`config.mk`:
```
export PLATFORM = sky130hd
export DESIGN_NAME = fp_div_seq
export DESIGN_NICKNAME = d
export VERILOG_FILES = /design/src/rtl/fp_div_seq.sv
export SDC_FILE = /design/constraint.sdc
export NUM_CORES = 1
export LEC_CHECK = 0
export CORE_ASPECT_RATIO = 1.4
export CORE_MARGIN = 3
export CORE_UTILIZATION = 60
export CTS_CLUSTER_DIAMETER = 30
export CTS_CLUSTER_SIZE = 12
export DETAILED_ROUTE_END_ITERATION = 10
export PLACE_DENSITY_LB_ADDON = 0.12
export SLEW_MARGIN = 20
export SYNTH_ARGS = -nofsm -noshare
export SYNTH_HDL_FRONTEND = slang
export SYNTH_SLANG_ARGS = --single-unit
export TNS_END_PERCENT = 100
```
`constraint.sdc`:
```
create_clock -name clk -period 4.9 [get_ports clk]
set_input_delay 1.47 -clock clk [delete_from_list [all_inputs] [get_ports clk]]
set_output_delay 1.47 -clock clk [all_outputs]
set_load 0.01 [all_outputs]
```
`src/rtl/fp_div_seq.sv`:
```
// -----------------------------------------------------------------------------
// fp_div_seq -- sequential single-precision floating-point divider
//
// Divides a_in by b_in using a 26-step restoring mantissa divider, one step
// per clock. Special operands (zero/denormal exponent field, exponent 255) are
// resolved in a single CHECK cycle without running the divider.
//
// Latency (counted in rising edges after the edge that accepts start):
//   normal operands : done after 28 edges
//   special operands: done after 1 edge
//
// Ports
//   clk          in   1   rising-edge clock
//   reset        in   1   asynchronous, active-low reset
//   start        in   1   request, only looked at while idle
//   a_in         in  32   dividend, single-precision
//   b_in         in  32   divisor, single-precision
//   busy         out  1   high whenever the FSM is not idle
//   done         out  1   one-cycle pulse, result/flags valid
//   result       out 32   quotient {sign, exp[7:0], frac[22:0]}
//   overflow     out  1   exponent overflow or an operand with exponent 255
//   div_by_zero  out  1   divisor exponent field is 0
//
// Parameters
//   BIAS         exponent bias (127 for single precision)
//
// Build option
//   FPDIV_ROUND_EN  when defined, the quotient fraction is rounded by adding
//                   the guard bit; otherwise it is truncated. Latency is the
//                   same either way.
// -----------------------------------------------------------------------------
module fp_div_seq #(
  parameter int BIAS = 127
) (
  input  logic        clk,
  input  logic        reset,
  input  logic        start,
  input  logic [31:0] a_in,
  input  logic [31:0] b_in,
  output logic        busy,
  output logic        done,
  output logic [31:0] result,
  output logic        overflow,
  output logic        div_by_zero
);

  typedef enum logic [2:0] {
    IDLE   = 3'd0,
    CHECK  = 3'd1,
    DIVIDE = 3'd2,
    NORM   = 3'd3,
    DONE   = 3'd4
  } state_t;

  localparam logic signed [9:0] BIAS_W     = 10'(BIAS);
  localparam logic [4:0]        LAST_ITER  = 5'd25;

  // State and datapath registers
  state_t             state_reg,    state_next;
  logic [31:0]        a_reg,        a_next;
  logic [31:0]        b_reg,        b_next;
  logic               sign_reg,     sign_next;
  logic signed [9:0]  exp_reg,      exp_next;
  // The remainder is kept below 2*div, so one bit above the 24-bit mantissa
  // is enough to hold it after the left shift.
  logic [24:0]        rem_reg,      rem_next;
  logic [23:0]        div_reg,      div_next;
  logic [25:0]        q_reg,        q_next;
  logic [4:0]         cnt_reg,      cnt_next;
  logic [31:0]        result_reg,   result_next;
  logic               overflow_reg, overflow_next;
  logic               dbz_reg,      dbz_next;

  // Operand fields of the captured inputs
  logic [7:0]         ea_w;
  logic [7:0]         eb_w;
  logic               sign_w;
  logic signed [9:0]  exp_calc_w;

  // Divider step
  logic               ge_w;
  logic [24:0]        rem_sub_w;

  // Normalisation
  logic [22:0]        frac_w;
  logic signed [9:0]  exp_norm_w;
`ifdef FPDIV_ROUND_EN
  logic               guard_w;
  logic [23:0]        frac_sum_w;
`endif

  assign ea_w       = a_reg[30:23];
  assign eb_w       = b_reg[30:23];
  assign sign_w     = a_reg[31] ^ b_reg[31];
  // Zero-extend the 8-bit exponents before subtracting so the difference is
  // a proper signed value; range is -126..380, well inside 10 bits.
  assign exp_calc_w = $signed({2'b00, ea_w}) - $signed({2'b00, eb_w}) + BIAS_W;

  assign ge_w       = (rem_reg >= {1'b0, div_reg});
  assign rem_sub_w  = rem_reg - {1'b0, div_reg};

  // ---------------------------------------------------------------------------
  // State and datapath registers
  // ---------------------------------------------------------------------------
  always_ff @(posedge clk or negedge reset) begin
    if (!reset) begin
      state_reg    <= IDLE;
      a_reg        <= '0;
      b_reg        <= '0;
      sign_reg     <= 1'b0;
      exp_reg      <= '0;
      rem_reg      <= '0;
      div_reg      <= '0;
      q_reg        <= '0;
      cnt_reg      <= '0;
      result_reg   <= '0;
      overflow_reg <= 1'b0;
      dbz_reg      <= 1'b0;
    end else begin
      state_reg    <= state_next;
      a_reg        <= a_next;
      b_reg        <= b_next;
      sign_reg     <= sign_next;
      exp_reg      <= exp_next;
      rem_reg      <= rem_next;
      div_reg      <= div_next;
      q_reg        <= q_next;
      cnt_reg      <= cnt_next;
      result_reg   <= result_next;
      overflow_reg <= overflow_next;
      dbz_reg      <= dbz_next;
    end
  end

  // ---------------------------------------------------------------------------
  // Quotient normalisation (only consumed in NORM)
  // ---------------------------------------------------------------------------
  always_comb begin
    frac_w     = '0;
    exp_norm_w = exp_reg;
`ifdef FPDIV_ROUND_EN
    guard_w    = 1'b0;
    frac_sum_w = '0;
`endif
    // q holds mant_a/mant_b scaled by 2^25, so its leading one is at bit 25
    // when mant_a >= mant_b and at bit 24 otherwise.
    if (q_reg[25]) begin
      frac_w     = q_reg[24:2];
      exp_norm_w = exp_reg;
`ifdef FPDIV_ROUND_EN
      guard_w    = q_reg[1];
`endif
    end else begin
      frac_w     = q_reg[23:1];
      exp_norm_w = exp_reg - 10'sd1;
`ifdef FPDIV_ROUND_EN
      guard_w    = q_reg[0];
`endif
    end
`ifdef FPDIV_ROUND_EN
    // Round up on the guard bit; a carry out of the fraction means the
    // mantissa became 2.0, i.e. fraction 0 with the exponent bumped.
    frac_sum_w = {1'b0, frac_w} + {23'd0, guard_w};
    if (frac_sum_w[23]) begin
      frac_w     = '0;
      exp_norm_w = exp_norm_w + 10'sd1;
    end else begin
      frac_w     = frac_sum_w[22:0];
    end
`endif
  end

  // ---------------------------------------------------------------------------
  // Next-state and datapath updates
  // ---------------------------------------------------------------------------
  always_comb begin
    state_next    = state_reg;
    a_next        = a_reg;
    b_next        = b_reg;
    sign_next     = sign_reg;
    exp_next      = exp_reg;
    rem_next      = rem_reg;
    div_next      = div_reg;
    q_next        = q_reg;
    cnt_next      = cnt_reg;
    result_next   = result_reg;
    overflow_next = overflow_reg;
    dbz_next      = dbz_reg;

    unique case (state_reg)
      IDLE: begin
        if (start) begin
          a_next     = a_in;
          b_next     = b_in;
          state_next = CHECK;
        end
      end

      CHECK: begin
        sign_next = sign_w;
        exp_next  = exp_calc_w;
        rem_next  = {2'b01, a_reg[22:0]};
        div_next  = {1'b1, b_reg[22:0]};
        q_next    = '0;
        cnt_next  = '0;
        // Special operands, highest priority first. Outputs are written here
        // directly since the divider is skipped.
        if (eb_w == 8'd0 && ea_w == 8'd0) begin
          result_next   = 32'h7FC0_0000;
          overflow_next = 1'b0;
          dbz_next      = 1'b1;
          state_next    = DONE;
        end else if (eb_w == 8'd0) begin
          result_next   = {sign_w, 8'hFF, 23'd0};
          overflow_next = 1'b0;
          dbz_next      = 1'b1;
          state_next    = DONE;
        end else if (ea_w == 8'hFF || eb_w == 8'hFF) begin
          result_next   = {sign_w, 8'hFF, 23'd0};
          overflow_next = 1'b1;
          dbz_next      = 1'b0;
          state_next    = DONE;
        end else if (ea_w == 8'd0) begin
          result_next   = {sign_w, 31'd0};
          overflow_next = 1'b0;
          dbz_next      = 1'b0;
          state_next    = DONE;
        end else begin
          state_next    = DIVIDE;
        end
      end

      DIVIDE: begin
        // One restoring step: compare/subtract, record the quotient bit,
        // then shift the partial remainder for the next bit.
        if (ge_w) begin
          q_next   = {q_reg[24:0], 1'b1};
          rem_next = rem_sub_w << 1;
        end else begin
          q_next   = {q_reg[24:0], 1'b0};
          rem_next = rem_reg << 1;
        end
        cnt_next = cnt_reg + 5'd1;
        if (cnt_reg == LAST_ITER) begin
          state_next = NORM;
        end
      end

      NORM: begin
        dbz_next = 1'b0;
        if (exp_norm_w >= 10'sd255) begin
          result_next   = {sign_reg, 8'hFF, 23'd0};
          overflow_next = 1'b1;
        end else if (exp_norm_w <= 10'sd0) begin
          result_next   = {sign_reg, 31'd0};
          overflow_next = 1'b0;
        end else begin
          result_next   = {sign_reg, exp_norm_w[7:0], frac_w};
          overflow_next = 1'b0;
        end
        state_next = DONE;
      end

      DONE: begin
        state_next = IDLE;
      end

      default: begin
        state_next = IDLE;
      end
    endcase
  end

  // ---------------------------------------------------------------------------
  // Outputs
  // ---------------------------------------------------------------------------
  assign busy        = (state_reg != IDLE);
  assign done        = (state_reg == DONE);
  assign result      = result_reg;
  assign overflow    = overflow_reg;
  assign div_by_zero = dbz_reg;

endmodule

```
# --- Yosys cells after proc, flatten, opt, wreduce, memory -nomap -nowiden ---
# Index checks and enable logic that the tools add are counted.
word_totals:
  elab_cells: 73
  n_memories: 0
  mem_bits_rw: 0
  input_bits: 67
  latch_bits: 0
  output_inout_bits: 36
  register_bits: 192
  mem_bits_ro: 0
classes:
  bitwise: 1
  n_reduce_logical: 11
  multipliers: 0
  mux: 31
  shift: 0
  n_lt_le_gt_ge: 3
  div: 0
  n_addsub: 5
  eq_ne: 10
op_table:
  columns: ["operator", "count"]
  rows:
  - ["32-bit two-way mux", 4]
  - ["32-bit one-hot mux with 2 select lines", 1]
  - ["31-bit two-way mux", 2]
  - ["26-bit one-hot mux with 2 select lines", 1]
  - ["25-bit one-hot mux with 2 select lines", 1]
  - ["25-bit by 24-bit greater-or-equal comparator with 1-bit output", 1]
  - ["25-bit two-way mux", 1]
  - ["24-bit subtractor", 1]
  - ["23-bit two-way mux", 1]
  - ["3-bit two-way mux", 6]
  - ["8-bit equality test, second input constant", 2]
  - ["8-bit logical NOT", 2]
  - ["3-bit one-hot mux with 4 select lines", 1]
  - ["9-bit by 8-bit adder with 10-bit output, second input constant", 1]
  - ["10-bit by 9-bit greater-or-equal comparator with 1-bit output, second input constant", 1]
  - ["10-bit by 1-bit <= comparator with 1-bit output, second input constant", 1]
  - ["10-bit two-way mux", 1]
  - ["5-bit one-hot mux with 2 select lines", 1]
  - ["10-bit by 2-bit subtractor with 10-bit output, second input constant", 1]
  - ["1-bit two-way mux", 9]
  - ["8-bit by 8-bit subtractor with 9-bit output", 1]
  - ["3-bit by 2-bit equality test with 1-bit output, second input constant", 2]
  - ["2-bit AND reduction", 3]
  - ["5-bit by 1-bit adder with 5-bit output, second input constant", 1]
  - ["12 further kinds", 15]

# --- Depth between registers and ports, before layout ---
depth:
  word_depth: 6
  mapped_depth: 13
  mapped_depth_nobuf: 12

# --- Worst setup path before layout ---
# OpenSTA, ideal clock, no wires.
synth_path:
  kind: "input -> register"
  start: "input start"
  end: "register a_reg[0]"
  path_stages: 4
  t_required_ps: 4775
  setup_slack_ps: 2204
  arrival_ps: 2571
  setup_ps: 125
  n_path_buf: 1
  cell_sequence: "inv_1 > nor2_1 > clkbuf_1 > mux2_2"
synth_via:
  elab_chain_cells: 1
synth_lines:
  columns: ["item", "line", "rtl"]
  rows:
  - ["start, declared", "37", "input logic start,"]
  - ["2-bit AND reduction (no source line)", null, null]
  - ["end signal, assigned", "121", "a_reg <= a_next;"]
  - ["end, declared", "60", "logic [31:0] a_reg, a_next;"]
# No other way between the ends.
# A chain may end at the register's enable or synchronous reset.

# --- Worst setup path after layout ---
layout_path:
  start: "register state_reg[2]"
  end: "output busy"
layout_via:
  elab_chain_cells: 1
layout_lines:
  columns: ["item", "line", "rtl"]
  rows:
  - ["start, declared", "59", "state_t state_reg, state_next;"]
  - ["start signal, assigned", "120", "state_reg <= state_next;"]
  - ["3-bit nonzero test", "277", "assign busy = (state_reg != IDLE);"]
  - ["end, declared", "40", "output logic busy,"]
# No other way between the ends.

==> impl_metrics.tcl <==
set metrics [dict create \
    status "complete, no violations" \
    critPathLaunchType "flip-flop" \
    syn_inst 988 \
    max_cap_viol_count 0 \
    switching_share_pct 42.2 \
    cp_data_required_time_ns 3.43 \
    synth.area.top_cells "dfrtp_1 (48%), mux2_2 (6.5%), nand2_1 (5.1%), ha_1 (4.5%), o21ai_0 (3.8%)" \
    die_w_um 115 \
    relSlewSlack_pct 48.6 \
    grt_max_degree 92 \
    drv_slew 0 \
    cts_tree "yes" \
    syn_area_per_cell_um2 10.1 \
    cts_buffer_depth 2 \
    tightest_slew_ns 0.769 \
    rows 55 \
    synth_enable_flop_cells 0 \
    grt_first_pass_wirelength_um 35400 \
    fill_cells 1229 \
    worstSetupEndpointType "output pin" \
    power.internal_uw 5100 \
    path_class "flip-flop to output pin" \
    clk_pin_slew_ns 0.07 \
    power_frac_comb_pct 53.1 \
    grt_use_total_pct 24.2 \
    wl_per_cell_um 16.7 \
    wl_met2_um 11900 \
    clock_power_share_pct 16.4 \
    detail-route-antenna-nets 0 \
    start_util_pct 61.5 \
    synthFlopType "dfrtp_1" \
    ctsHoldBuffers 0 \
    cts_resized 0 \
    die_area_um2 18300 \
    finalCriticalPeriod_ns 3.39 \
    diodes 0 \
    dpl.hpwl_um 14900 \
    power.density_nw_per_um2 747 \
    cts_made_buffers 17 \
    overflow 0 \
    hold_path.class "flip-flop to flip-flop" \
    design.core.area_um2 16200 \
    synth_top_area_share_pct 48.1 \
    antenna_found_initial 0 \
    wl_met3_um 646 \
    wl_um 21500 \
    final_cell_mix "dfrtp_1 (192), nand2_1 (137), clkdlybuf4s50_1 (101), o21ai_0 (75), mux2_2 (58)" \
    num_vias 7558 \
    hold_viol 0 \
    whs_ns 0.457 \
    yosysTopAreaCell "dfrtp_1" \
    seqPwrFrac_pct 30.5 \
    htreeDepth 4 \
    totalPowerFinal_uw 8810 \
    drc 0 \
    crit_fanout 9 \
    place_congestion 0.872 \
    drive_gt1_share_pct 12.7 \
    highest_layer "met4" \
    fin_crit_sh_pct 69.2 \
    cp.arrival_ns 1.92 \
    fmax_mhz 295 \
    mostFrequentLayoutCell "dfrtp_1" \
    fin_setup_tns_ns 0 \
    ys_ff_latch 192 \
    clock-root-buffer "clkbuf_16" \
    firstDrtPassIters 4 \
    clock_sinks 192 \
    fin_skew_ns 0.0124 \
    netlist_area_um2 9990 \
    num_io_pins 103 \
    place_area_um2 11200 \
    synth_nets 1093 \
    setup_viol 0 \
    power_leakage_uw 0.00509 \
    clkLatencyLatePin_ns 0.44 \
    vdd_drop_max_v 0.000381 \
    finish.instance_area_um2 11800 \
    synth.distinct_cells 63 \
    wl_met1_um 8550 \
    utilization_pct 72.6 \
    via_per_inst 5.90 \
    multi_input_area_um2 4830 \
    grt_pass1_vias 7510 \
    seqCellArea_um2 4800 \
    ys_warn_count 0 \
    area_growth_pct 18.1 \
    synth-async-reset-ratio_pct 100 \
    switching_power_uw 3720 \
    ys_seq_area_share_pct 48.1 \
    final_nets 1175 \
    port_buffers 102 \
    die_y_um 159 \
    cts_setup_buffers 0 \
    rsz0062_at_grt "no" \
    drt-initial-drc-count 458 \
]
-- routing by layer --
layer / GRT usage, % / vias to the layer above
li1: - / 3684
met1: 27.9 / 3703
met2: 45.4 / 136
met3: 3.95 / 35
met4: 7.38 / 0
met5: 0 / -
-- final timing paths --
| path | startpoint | to | slack, ns | cells past startpoint |
|---|---|---|---|---|
| worst max-delay path | state_reg[2]$_DFFE_PN0P_ | busy | 1.51 | 2 |
| worst min-delay path | div_reg[23]$_DFFE_PN0P_ | div_reg[23]$_DFFE_PN0P_ | 0.46 | 2 |
| worst max register to register | exp_reg[0]$_DFFE_PN0P_ | result[22]$_DFFE_PN0P_ | 1.81 | 10 |
| worst min register to register | div_reg[23]$_DFFE_PN0P_ | div_reg[23]$_DFFE_PN0P_ | 0.46 | 2 |
| max in group asynchronous | reset | result[1]$_DFFE_PN0P_ | 2.96 | 2 |
| min in group asynchronous | reset | exp_reg[7]$_DFFE_PN0P_ | 1.07 | 1 |
-- cells by family (layout without fill, tap and decap cells) --
family                     Yosys count  count (layout)  share of synthesized area, %
AOI/OAI and AO/OA                  248             248                          16.3
xor gates and xnor gates            35              35                          3.07
adders and majority gates           38              38                          4.91
buffers and inverters               96             191                          3.81
DFF                                192             192                          48.1
muxes                               94              94                          10.1
and+or+nand+nor                    285             285                          13.7
-- final cells by class --
type / instances / area share, %
Tap cell: 199 / 2.11
Sequential cell: 192 / 40.7
Clock inverter: 15 / 1.67
Timing Repair Buffer: 110 / 9.41
Multi-Input combinational cell: 700 / 40.9
Inverter: 49 / 1.56
Clock buffer: 17 / 3.61
-- power by group through the flow --
stage,sequential (µW),clock [µW],combinational (µW)
global route,2770,1530,5230
floorplan,2610,0,3600
detailed placement,2710,0,4620
finish,2680,1450,4680
global placement,2690,0,4520
CTS,2680,1470,4680
-- cell usage after synthesis, types with 4 or more instances --
cell type and count:
dfrtp_1 192, nand2_1 137, o21ai_0 75, mux2_2 58
a21oi_1 51, inv_1 49, clkbuf_1 37, ha_1 36
mux2i_1 36, nor2_1 29, a22o_1 26, xnor2_1 22
o21ai_2 20, nand3_1 19, and3_1 15, nor3_1 15
xor2_1 13, a21o_1 11, nand4_1 10, nor2b_1 10
nand2b_1 9, o22ai_1 9, o211ai_1 8, o31ai_1 8
a31oi_1 6, and2_1 6, nor4_1 6, o21a_1 6
or2_2 6, a211oi_1 5, or3_1 5, buf_1 4
buf_2 4, nor3b_1 4, o31a_1 4
-- worst max-delay path, cell delays in order, from the launching register on --
cell             delay (ns)
dfrtp_1                0.49
or3_1                  0.48
clkdlybuf4s50_1        0.52
-- metrics by stage --
step                std cells  setup slack [ns]
floorplan                 988              2.20
global placement         1250              1.38
detailed placement       1250              1.37
CTS                      1282              1.50
global route             1282              1.43
finish                   1282              1.51
No activity file was read; power rests on OpenSTA's default activity.
